[config.mk]
export PLATFORM = sky130hd
export DESIGN_NAME = sr_jk_t_from_d_register
export DESIGN_NICKNAME = d
export VERILOG_FILES = /design/src/rtl/sr_jk_t_from_d_register.sv
export SDC_FILE = /design/constraint.sdc
export NUM_CORES = 1
export LEC_CHECK = 0
export BUFFER_PORTS_ARGS = -buffer_cell sky130_fd_sc_hd__buf_2
export CELL_PAD_IN_SITES_DETAIL_PLACEMENT = 1
export CELL_PAD_IN_SITES_GLOBAL_PLACEMENT = 2
export CORE_AREA = 3 3 63 65
export CTS_CLUSTER_DIAMETER = 40
export DETAILED_ROUTE_END_ITERATION = 16
export DIE_AREA = 0 0 66 68
export PLACE_DENSITY_LB_ADDON = 0.25
export SYNTH_ARGS = -nofsm -noshare
export SYNTH_HDL_FRONTEND = slang
export SYNTH_SLANG_ARGS = --single-unit
[constraint.sdc]
create_clock -name clk -period 1.9 [get_ports clk]
set_input_delay 0.38 -clock clk [delete_from_list [all_inputs] [get_ports clk]]
set_output_delay 0.38 -clock clk [all_outputs]
set_load 0.01 [all_outputs]
[src/rtl/sr_jk_t_from_d_register.sv]
`default_nettype none
// ============================================================================
// Module   : sr_jk_t_from_d_register
// Brief    : WIDTH-bit D-flop register emulating D/SR/JK/T per bit, with
//            detection and saturating count of the forbidden SR input (S=R=1).
// Revision : 1.0 - initial release
// ============================================================================
module sr_jk_t_from_d_register #(
  parameter int               WIDTH     = 4,
  parameter int               CNT_W     = 8,
  parameter logic [WIDTH-1:0] RESET_VAL = {WIDTH{1'b0}}
) (
  input  logic             clk,
  input  logic             rst,
  input  logic             en,
  input  logic [1:0]       mode,
  input  logic [WIDTH-1:0] a,
  input  logic [WIDTH-1:0] b,
  input  logic             clr_err,
  output logic [WIDTH-1:0] q,
  output logic [WIDTH-1:0] q_bar,
  output logic             illegal,
  output logic [WIDTH-1:0] illegal_mask,
  output logic             err_sticky,
  output logic [CNT_W-1:0] err_count
);

  localparam logic [1:0] C_MODE_D  = 2'b00;
  localparam logic [1:0] C_MODE_SR = 2'b01;
  localparam logic [1:0] C_MODE_JK = 2'b10;
  localparam logic [1:0] C_MODE_T  = 2'b11;

  logic [WIDTH-1:0] state_q, state_d;
  logic             illegal_q, illegal_d;
  logic [WIDTH-1:0] mask_q, mask_d;
  logic             sticky_q, sticky_d;
  logic [CNT_W-1:0] count_q, count_d;

  always_comb begin
    state_d = state_q;
    if (en) begin
      unique case (mode)
        C_MODE_D:  state_d = a;
        // S=R=1 falls out of this expression as a hold
        C_MODE_SR: state_d = (state_q & ~(b & ~a)) | (a & ~b);
        C_MODE_JK: state_d = (a & ~state_q) | (~b & state_q);
        C_MODE_T:  state_d = state_q ^ a;
        default:   state_d = state_q;
      endcase
    end
  end

  always_comb begin
    illegal_d = en && (mode == C_MODE_SR) && (|(a & b));
    mask_d    = illegal_d ? (a & b) : {WIDTH{1'b0}};
    sticky_d  = sticky_q;
    count_d   = count_q;
    if (illegal_d) begin
      sticky_d = 1'b1;
      // A simultaneous clear restarts the count at this event
      if (clr_err)
        count_d = CNT_W'(1);
      else if (!(&count_q))
        count_d = count_q + CNT_W'(1);
    end else if (clr_err) begin
      sticky_d = 1'b0;
      count_d  = {CNT_W{1'b0}};
    end
  end

  always_ff @(posedge clk) begin
    if (rst) begin
      state_q   <= RESET_VAL;
      illegal_q <= 1'b0;
      mask_q    <= {WIDTH{1'b0}};
      sticky_q  <= 1'b0;
      count_q   <= {CNT_W{1'b0}};
    end else begin
      state_q   <= state_d;
      illegal_q <= illegal_d;
      mask_q    <= mask_d;
      sticky_q  <= sticky_d;
      count_q   <= count_d;
    end
  end

  assign q            = state_q;
  assign q_bar        = ~state_q;
  assign illegal      = illegal_q;
  assign illegal_mask = mask_q;
  assign err_sticky   = sticky_q;
  assign err_count    = count_q;

endmodule
`default_nettype wire

# Yosys cells after proc, flatten, opt, wreduce, memory -nomap -nowiden
# Index checks and enable logic that the tools add are counted.
[op_classes]
eq_ne = 4
n_bitwise = 14
n_reduce_logical = 8
n_addsub = 1
n_mux = 7
[op_table]
columns = ["op", "count"]
rows = [
  ["8-bit 2-to-1 mux", 4],
  ["4-bit bitwise AND", 6],
  ["4-bit NOT", 4],
  ["4-bit case mux with 4 select lines", 1],
  ["8-bit by 1-bit adder with 8-bit output, second input constant", 1],
  ["4-bit OR", 2],
  ["8-bit AND reduction", 1],
  ["2-bit equality test, second input constant", 2],
  ["4-bit OR reduction", 1],
  ["4-bit XOR", 1],
  ["2-bit by 1-bit equality test with 1-bit output, second input constant", 1],
  ["1-bit logical AND", 2],
  ["2-bit logical NOT", 1],
  ["1-bit 2-to-1 mux", 2],
  ["2-bit inequality test, second input constant", 1],
  ["2-bit AND reduction", 1],
  ["2-bit nonzero test", 1],
  ["2-bit OR reduction", 1],
  ["1-bit NOT", 1],
]
[word_totals]
output_inout_bits = 22
elab_cells = 39
inputBits = 14
reg_bits = 18

# Depth between registers and ports, before layout
# Gate-level depths: netlist of run 1.
[depth]
ltp_word = 6
mapped_depth = 6
mapped_depth_nobuf = 5

# Worst setup path after synthesis of run 1
# OpenSTA, ideal clock, no wires.
[synth_path]
path_kind = "in2reg"
start = "input port mode[1]"
end = "register count_q[6], in the netlist err_count[6]"
path_slack_ns = 0.321
cell_stages = 5
setup_ns = 0.118
t_arrival_ns = 1.461
required_time_ns = 1.782
path_cell_list = "buf_2 > nor2b_4 > o211ai_4 > or4_4 > mux2i_1"
[synth_between]
elab_chain_cells = 5
elab_cells_between_ends = 6
cone_classes = "eq/ne: 1; mux: 1; reduce/logical: 4"
[synth_lines]
columns = ["element", "line", "source"]
rows = [
  ["start: declaration", "16", "input logic [1:0] mode,"],
  ["2-bit by 1-bit equality test with 1-bit output (*)", "54", "illegal_d = en && (mode == C_MODE_SR) && (|(a & b));"],
  ["1-bit logical AND (*) (2 in series)", "54", ""],
  ["2-bit nonzero test (no line)", "--", ""],
  ["2-bit AND reduction (no line)", "--", ""],
  ["end signal: assignment", "77", "count_q <= {CNT_W{1'b0}};"],
  ["end signal: assignment", "83", "count_q <= count_d;"],
  ["end: declaration", "37", "logic [CNT_W-1:0] count_q, count_d;"],
]
# Every way passes the cells marked *; elsewhere a longest branch is shown, timed or not.
# A chain may end at the register's enable or synchronous reset.

# Worst setup path after layout of run 1
[layout_path]
start = "register count_q[1], in the netlist err_count[1]"
end = "register count_q[5], in the netlist err_count[5]"
[layout_between]
elab_chain_cells = 4
elab_cells_between_ends = 7
cone_classes = "add/sub: 1; eq/ne: 1; mux: 3; reduce/logical: 2"
[layout_lines]
columns = ["element", "line", "source"]
rows = [
  ["8-bit by 1-bit adder with 8-bit output", "64", "count_d = count_q + CNT_W'(1);"],
  ["8-bit 2-to-1 mux", "63", "else if (!(&count_q))"],
  ["8-bit 2-to-1 mux", "61", "if (clr_err)"],
  ["8-bit 2-to-1 mux", "58", "if (illegal_d) begin"],
]
# Several ways; a longest one is shown, not always the timed one. The select of a mux whose other input is x is not followed.

==> impl_metrics.ini, run 1 <==
[worst_setup_path]
worst-path-buf-inv = 1
worst_ep_arrival_time_ns = 1.86
critPathCapture = err_count[5]
cp-start-kind = flop
crit_required_ns = 2.13
timing.reg2reg.setup_slack_ns = 0.27
crit_path_max_fanout = 7
worstSetupPathType = reg -> reg
cp_cell_sequence = ha_1, nand3_1, nor2_1, buf_4, or4_1, a21oi_1
end_kind = flop
worst-path-stages = 6
crit_path_max_incr_delay_ns = 0.46
crit_family = simple AND/OR/NAND/NOR gates
timing.rr.end = err_count[5]
rr_worst_depth = 6
crit_start = err_count[1]
reg2reg_from = err_count[1]
crit_slowest_cell = or4_1

[synth]
synth_nets = 121
synth_cells = 106
synth_cell_types = 33
ys.warnings.count = 0
avgSynthCellArea_um2 = 8.86
ys.flop_type = dfxtp_1
ys_ff_latch = 18
synth_edf_count = 0
synthesis.area_um2 = 940
seq_area_frac_synth_pct = 38.3
async_reset_ff_share_pct = 0

[clock_tree]
cts_root_buf = clkbuf_4
hold_buffers = 0
clk_latency_ns = 0.30
clock-sinks = 18
cts_setup_buffers = 0
clkTransAtPathRegs_ns = 0.11
cts_tree = yes
cts_made_buffers = 3
clock_path_buffers = 2
htree_levels = 1
cts_resized = 0

[floorplan]
row_count = 21
die_w_um = 66
die_area_mm2 = 0.00449
ios = 36
core_area_mm2 = 0.00339
die_h_um = 68
initial_core_util_pct = 27.7

[grt]
antenna_found_initial = 0
grt_max_degree = 16
grt_pass1_wl_mm = 4.64
grtUsageTotal_pct = 13.5
grt_pass1_vias = 963
grt_overflow = 0

[timing]
grt_setup_unrepaired = no
fin_crit_ns = 1.63
fmax_ghz = 0.615
finClkSkew_ns = 0.00576
fin_crit_sh_pct = 85.5
slew_violations = 0
finalSetupViolCount = 0
tightest_slew_ns = 0.414
final_hold_viol_count = 0
setup-tns-final_ns = 0
slew_headroom_pct = 72.3

[worst_hold_path]
hp-start = rst
holdPathStages = 2
min_path_type = in -> reg

[drt]
ant_nets = 0
drc = 0
drt_iter0_markers = 22
firstDrtPassIters = 4
routedWlPerCell_um = 14.0
via_per_inst = 5.03
vias = 950
wl_mm = 2.64

[final_layout]
drive_gt1_share_pct = 35.0
syn2layout_area_growth_pct = 28.2
postLayoutCellArea_mm2 = 0.00120
most-common-layout-cells = buf_2, dfxtp_1, nand2_1
antenna_cells = 0
fin_nets = 159
layout_commonest_cell = buf_2

[power]
p_leak_nw = 0.530
power.density_mw_per_mm2 = 620
vdd_drop_max_uv = 339

[placed_design]
placed_area_mm2 = 0.00117
portBuffers = 35
place_hpwl_mm = 2.08
gp_congestion = 0.708

[run]
maxCapViolations = 0

[status]
status = finished, final reports clean
[worst min path at each step]
stage,endpoint,slack (ns)
after global placement,err_sticky,0.47
after CTS,illegal_mask[2],0.36
after floorplan,err_sticky,0.48
after detailed placement,err_sticky,0.45
after global routing,illegal_mask[1],0.37
final,err_sticky,0.37
[state kept, by name, summed over array words and instances (netlist names)]
register / count
err_sticky: 1
illegal_mask: 4
q: 4
illegal: 1
err_count: 8
[stage by stage]
step	hold slack, ns	cells	power, W	setup slack [ns]	util, %
global route	0.371	189	0.000794	0.166	35.5
CTS	0.362	189	0.000761	0.266	35.5
floorplan	0.481	106	0.000466	0.321	-
global placement	0.471	185	0.000511	0.161	34.5
detailed placement	0.451	185	0.000514	0.108	34.5
finish	0.369	189	0.000747	0.275	35.5
[report_power, final]
part | total (W) | switching, W | leakage [nW] | internal [W]
Clock | 0.000243 | 0.000126 | 0.0210 | 0.000117
Sequential | 0.000392 | 0.00000567 | 0.146 | 0.000386
Combinational | 0.000112 | 0.0000650 | 0.363 | 0.0000471
Total | 0.000747 | 0.000197 | 0.530 | 0.000550
[Yosys cell counts, types with 2 or more instances]
master    number  share of area (%)
buf_2          3                1.6
or2_2          2                1.3
o31ai_1        5                4.0
nand2_1       11                4.4
nor2b_1        4                2.7
a21oi_1        5                2.7
mux2i_1        4                4.3
or4_1          3                2.4
dfxtp_1       18                 38
a22o_1         2                1.9
nand3_1        9                4.8
o32ai_1        3                2.8
clkbuf_1       2               0.80
and3_1         4                2.7
inv_1          6                2.4
a221oi_1       4                3.7
nor2_1         4                1.6
or3_1          2                1.3
[per-layer routing]
metal / wire [µm] / vias up / track usage, %
li1: - / 476 / -
met1: 1150 / 454 / 16.3
met2: 1340 / 18 / 23.4
met3: 118 / 2 / 4.11
met4: 23 / 0 / 3.81
met5: 0 / - / 0
[cell type report]
cell class | count | area, µm²
repair buffers | 39 | 205
fillers | 434 | 2180
flip-flops and latches | 18 | 360
well taps | 46 | 57.6
multi-input cells | 76 | 523
inverters | 6 | 22.5
clock buffers | 4 | 36.3
[cell families after synthesis]
kind of cell	count (synthesis)	share of synthesized area (%)
simple gates	44	26.2
compound gates	26	22.6
flops	18	38.3
buf+inv	12	5.99
mux	5	5.46
fa+ha+maj	1	1.33
No activity file was read; power rests on OpenSTA's default activity.
==> inputs of run 2 (changes only) <==
--- a/config.mk
+++ b/config.mk
@@ -8,10 +8,11 @@
 export BUFFER_PORTS_ARGS = -buffer_cell sky130_fd_sc_hd__buf_2
 export CELL_PAD_IN_SITES_DETAIL_PLACEMENT = 1
 export CELL_PAD_IN_SITES_GLOBAL_PLACEMENT = 2
-export CORE_AREA = 3 3 63 65
+export CORE_AREA = 4 4 64 66
 export CTS_CLUSTER_DIAMETER = 40
+export CTS_CLUSTER_SIZE = 20
 export DETAILED_ROUTE_END_ITERATION = 16
-export DIE_AREA = 0 0 66 68
+export DIE_AREA = 0 0 68 70
 export PLACE_DENSITY_LB_ADDON = 0.25
 export SYNTH_ARGS = -nofsm -noshare
 export SYNTH_HDL_FRONTEND = slang
==> constraint.sdc (replaced) <==
create_clock -name clk -period 1.9 [get_ports clk]
set_input_delay 0.285 -clock clk [delete_from_list [all_inputs] [get_ports clk]]
set_output_delay 0.285 -clock clk [all_outputs]
set_load 0.01 [all_outputs]
==> run 2 against run 1 <==
Global-route usage fell by 1.4 points; count of clock-buffer cells in the layout did not move; critical path depth unchanged; hold slack worse by 0.091 ns; sequential power about the same; sequential share of layout area rose by 0.31 points; via count decreased by 2.3%; core utilization shrank 2.2 points; routed wire length increased by 0.11%; cell count is the same; critical path type unchanged; critical endpoint is now err_count[4].
==> impl_metrics.ini, run 2 (same netlist as run 1, synthesis figures left out) <==
[placed_design]
placed_area_mm2 = 0.00116
portBuffers = 35
place_hpwl_mm = 2.03
gp_congestion = 0.759

[final_layout]
most-common-layout-cells = buf_2, dfxtp_1, nand2_1
syn2layout_area_growth_pct = 26.9
drive_gt1_share_pct = 34.0
layout_commonest_cell = buf_2
postLayoutCellArea_mm2 = 0.00119
antenna_cells = 0
largest_register_ffs = 8
nFillCells = 446
register_area_um2 = 360
fin_nets = 157
multi_input_comb_area_um2 = 523

[clock_tree]
clkTransAtPathRegs_ns = 0.11
cts_root_buf = clkbuf_4
cts_tree = yes
htree_levels = 1
cts_resized = 0
cts_setup_buffers = 0
hold_buffers = 0
clock-sinks = 18
clk_latency_ns = 0.29
clock_path_buffers = 2
cts_made_buffers = 3

[worst_setup_path]
crit_path_max_incr_delay_ns = 0.46
critPathCapture = err_count[4]
worst_ep_arrival_time_ns = 1.90
reg2reg_from = err_count[0]
crit_slowest_cell = or4_1
worst-path-stages = 6
timing.rr.end = err_count[4]
worstSetupPathType = reg -> reg
cp_cell_sequence = ha_1, nand3_1, nor2_1, buf_4, or4_1, a21oi_1
crit_required_ns = 2.13
rr_worst_depth = 6
crit_family = simple AND/OR/NAND/NOR gates
crit_start = err_count[0]
timing.reg2reg.setup_slack_ns = 0.23
crit_path_max_fanout = 7
end_kind = flop
worst-path-buf-inv = 1
cp-start-kind = flop

[drt]
wl_mm = 2.64
ant_nets = 0
routedWlPerCell_um = 14.0
vias = 928
via_per_inst = 4.91
drc = 0
drt_iter0_markers = 38
firstDrtPassIters = 4

[grt]
grt_pass1_vias = 901
grt_max_degree = 16
grtUsageTotal_pct = 12.1
antenna_found_initial = 0
grt_overflow = 0
grt_pass1_wl_mm = 4.48

[floorplan]
initial_core_util_pct = 26.3
core_area_mm2 = 0.00358
ios = 36
die_area_mm2 = 0.00476
die_w_um = 68
row_count = 22
die_h_um = 70

[worst_hold_path]
min_path_type = in -> reg

[timing]
fmax_ghz = 0.598
final_hold_viol_count = 0
finalSetupViolCount = 0
setup-tns-final_ns = 0
slew_violations = 0
fin_crit_sh_pct = 88.0
fin_crit_ns = 1.67
slew_headroom_pct = 68.9
grt_setup_unrepaired = no
finClkSkew_ns = 0.00466
tightest_slew_ns = 0.464

[power]
vdd_drop_max_uv = 322
intPower_w = 0.000549
swShare_pct = 26.0
power_switching_w = 0.000193
p_comb_share_pct = 14.9
p_leak_nw = 0.519
power.density_mw_per_mm2 = 622
p_clk_share_pct = 32.2
p_seq_share_pct = 52.9

[status]
status = finished, final reports clean

[run]
maxCapViolations = 0
-- run 2: cell count changes in the layout (fill, tap and decap cells not counted) --
| cell | previous run | this run |
|---|---|---|
| buf_4 | 4 | 2 |
-- run 2: power by group through the flow --
stage                     Clock, W  Combinational [W]  Sequential [W]
after floorplan                  0          0.0000614        0.000404
after global placement           0           0.000112        0.000400
after detailed placement         0           0.000112        0.000401
after CTS                 0.000255           0.000113        0.000392
after global routing      0.000279           0.000123        0.000394
final                     0.000239           0.000111        0.000392
-- run 2: routing by layer --
| layer | wire [µm] | global-route usage, % | share of wire [%] | vias to the layer above |
|---|---|---|---|---|
| met3 | 129 | 4.02 | 4.9 | 2 |
| met1 | 1240 | 16.2 | 47 | 440 |
| met4 | 19 | 2.65 | 0.72 | 0 |
| li1 | - | - | - | 467 |
| met2 | 1250 | 18.6 | 47 | 19 |
| met5 | 0 | 0 | 0 | - |
-- run 2: per-stage QoR --
| stage | power [W] | cells | hold slack, ns | util, % | worst slack (ns) |
|---|---|---|---|---|---|
| after global placement | 0.000512 | 185 | 0.465 | 32.3 | 0.254 |
| after detailed placement | 0.000513 | 185 | 0.454 | 32.3 | 0.233 |
| after global routing | 0.000796 | 189 | 0.264 | 33.3 | 0.0721 |
| after CTS | 0.000760 | 189 | 0.263 | 33.3 | 0.225 |
| final | 0.000741 | 189 | 0.278 | 33.3 | 0.229 |
| after floorplan | 0.000466 | 106 | 0.431 | - | 0.335 |
-- run 2: worst min path at each step --
| stage | cells after the start | slack (ns) | start | end |
|---|---|---|---|---|
| final | 2 | 0.28 | a[2] | illegal_mask[2] |
| after CTS | 2 | 0.26 | b[1] | illegal_mask[1] |
| after floorplan | 1 | 0.43 | a[0] | illegal_mask[0] |
| after global placement | 2 | 0.47 | err_sticky | err_sticky |
| after detailed placement | 2 | 0.45 | err_sticky | err_sticky |
| after global routing | 2 | 0.26 | b[1] | illegal_mask[1] |
-- run 2: worst register-to-register path, cell delays in order, from the launching register on --
cell	delay, ns
dfxtp_1	0.38
ha_1	0.27
nand3_1	0.10
nor2_1	0.09
buf_4	0.17
or4_1	0.46
a21oi_1	0.15
-- run 2: final cells by class --
class / count / share of cell area [%]
Clock buffer: 4 / 3.04
Inverter: 6 / 1.89
Multi-Input combinational cell: 76 / 43.9
Sequential cell: 18 / 30.2
Tap cell: 48 / 5.04
Timing Repair Buffer: 37 / 15.9
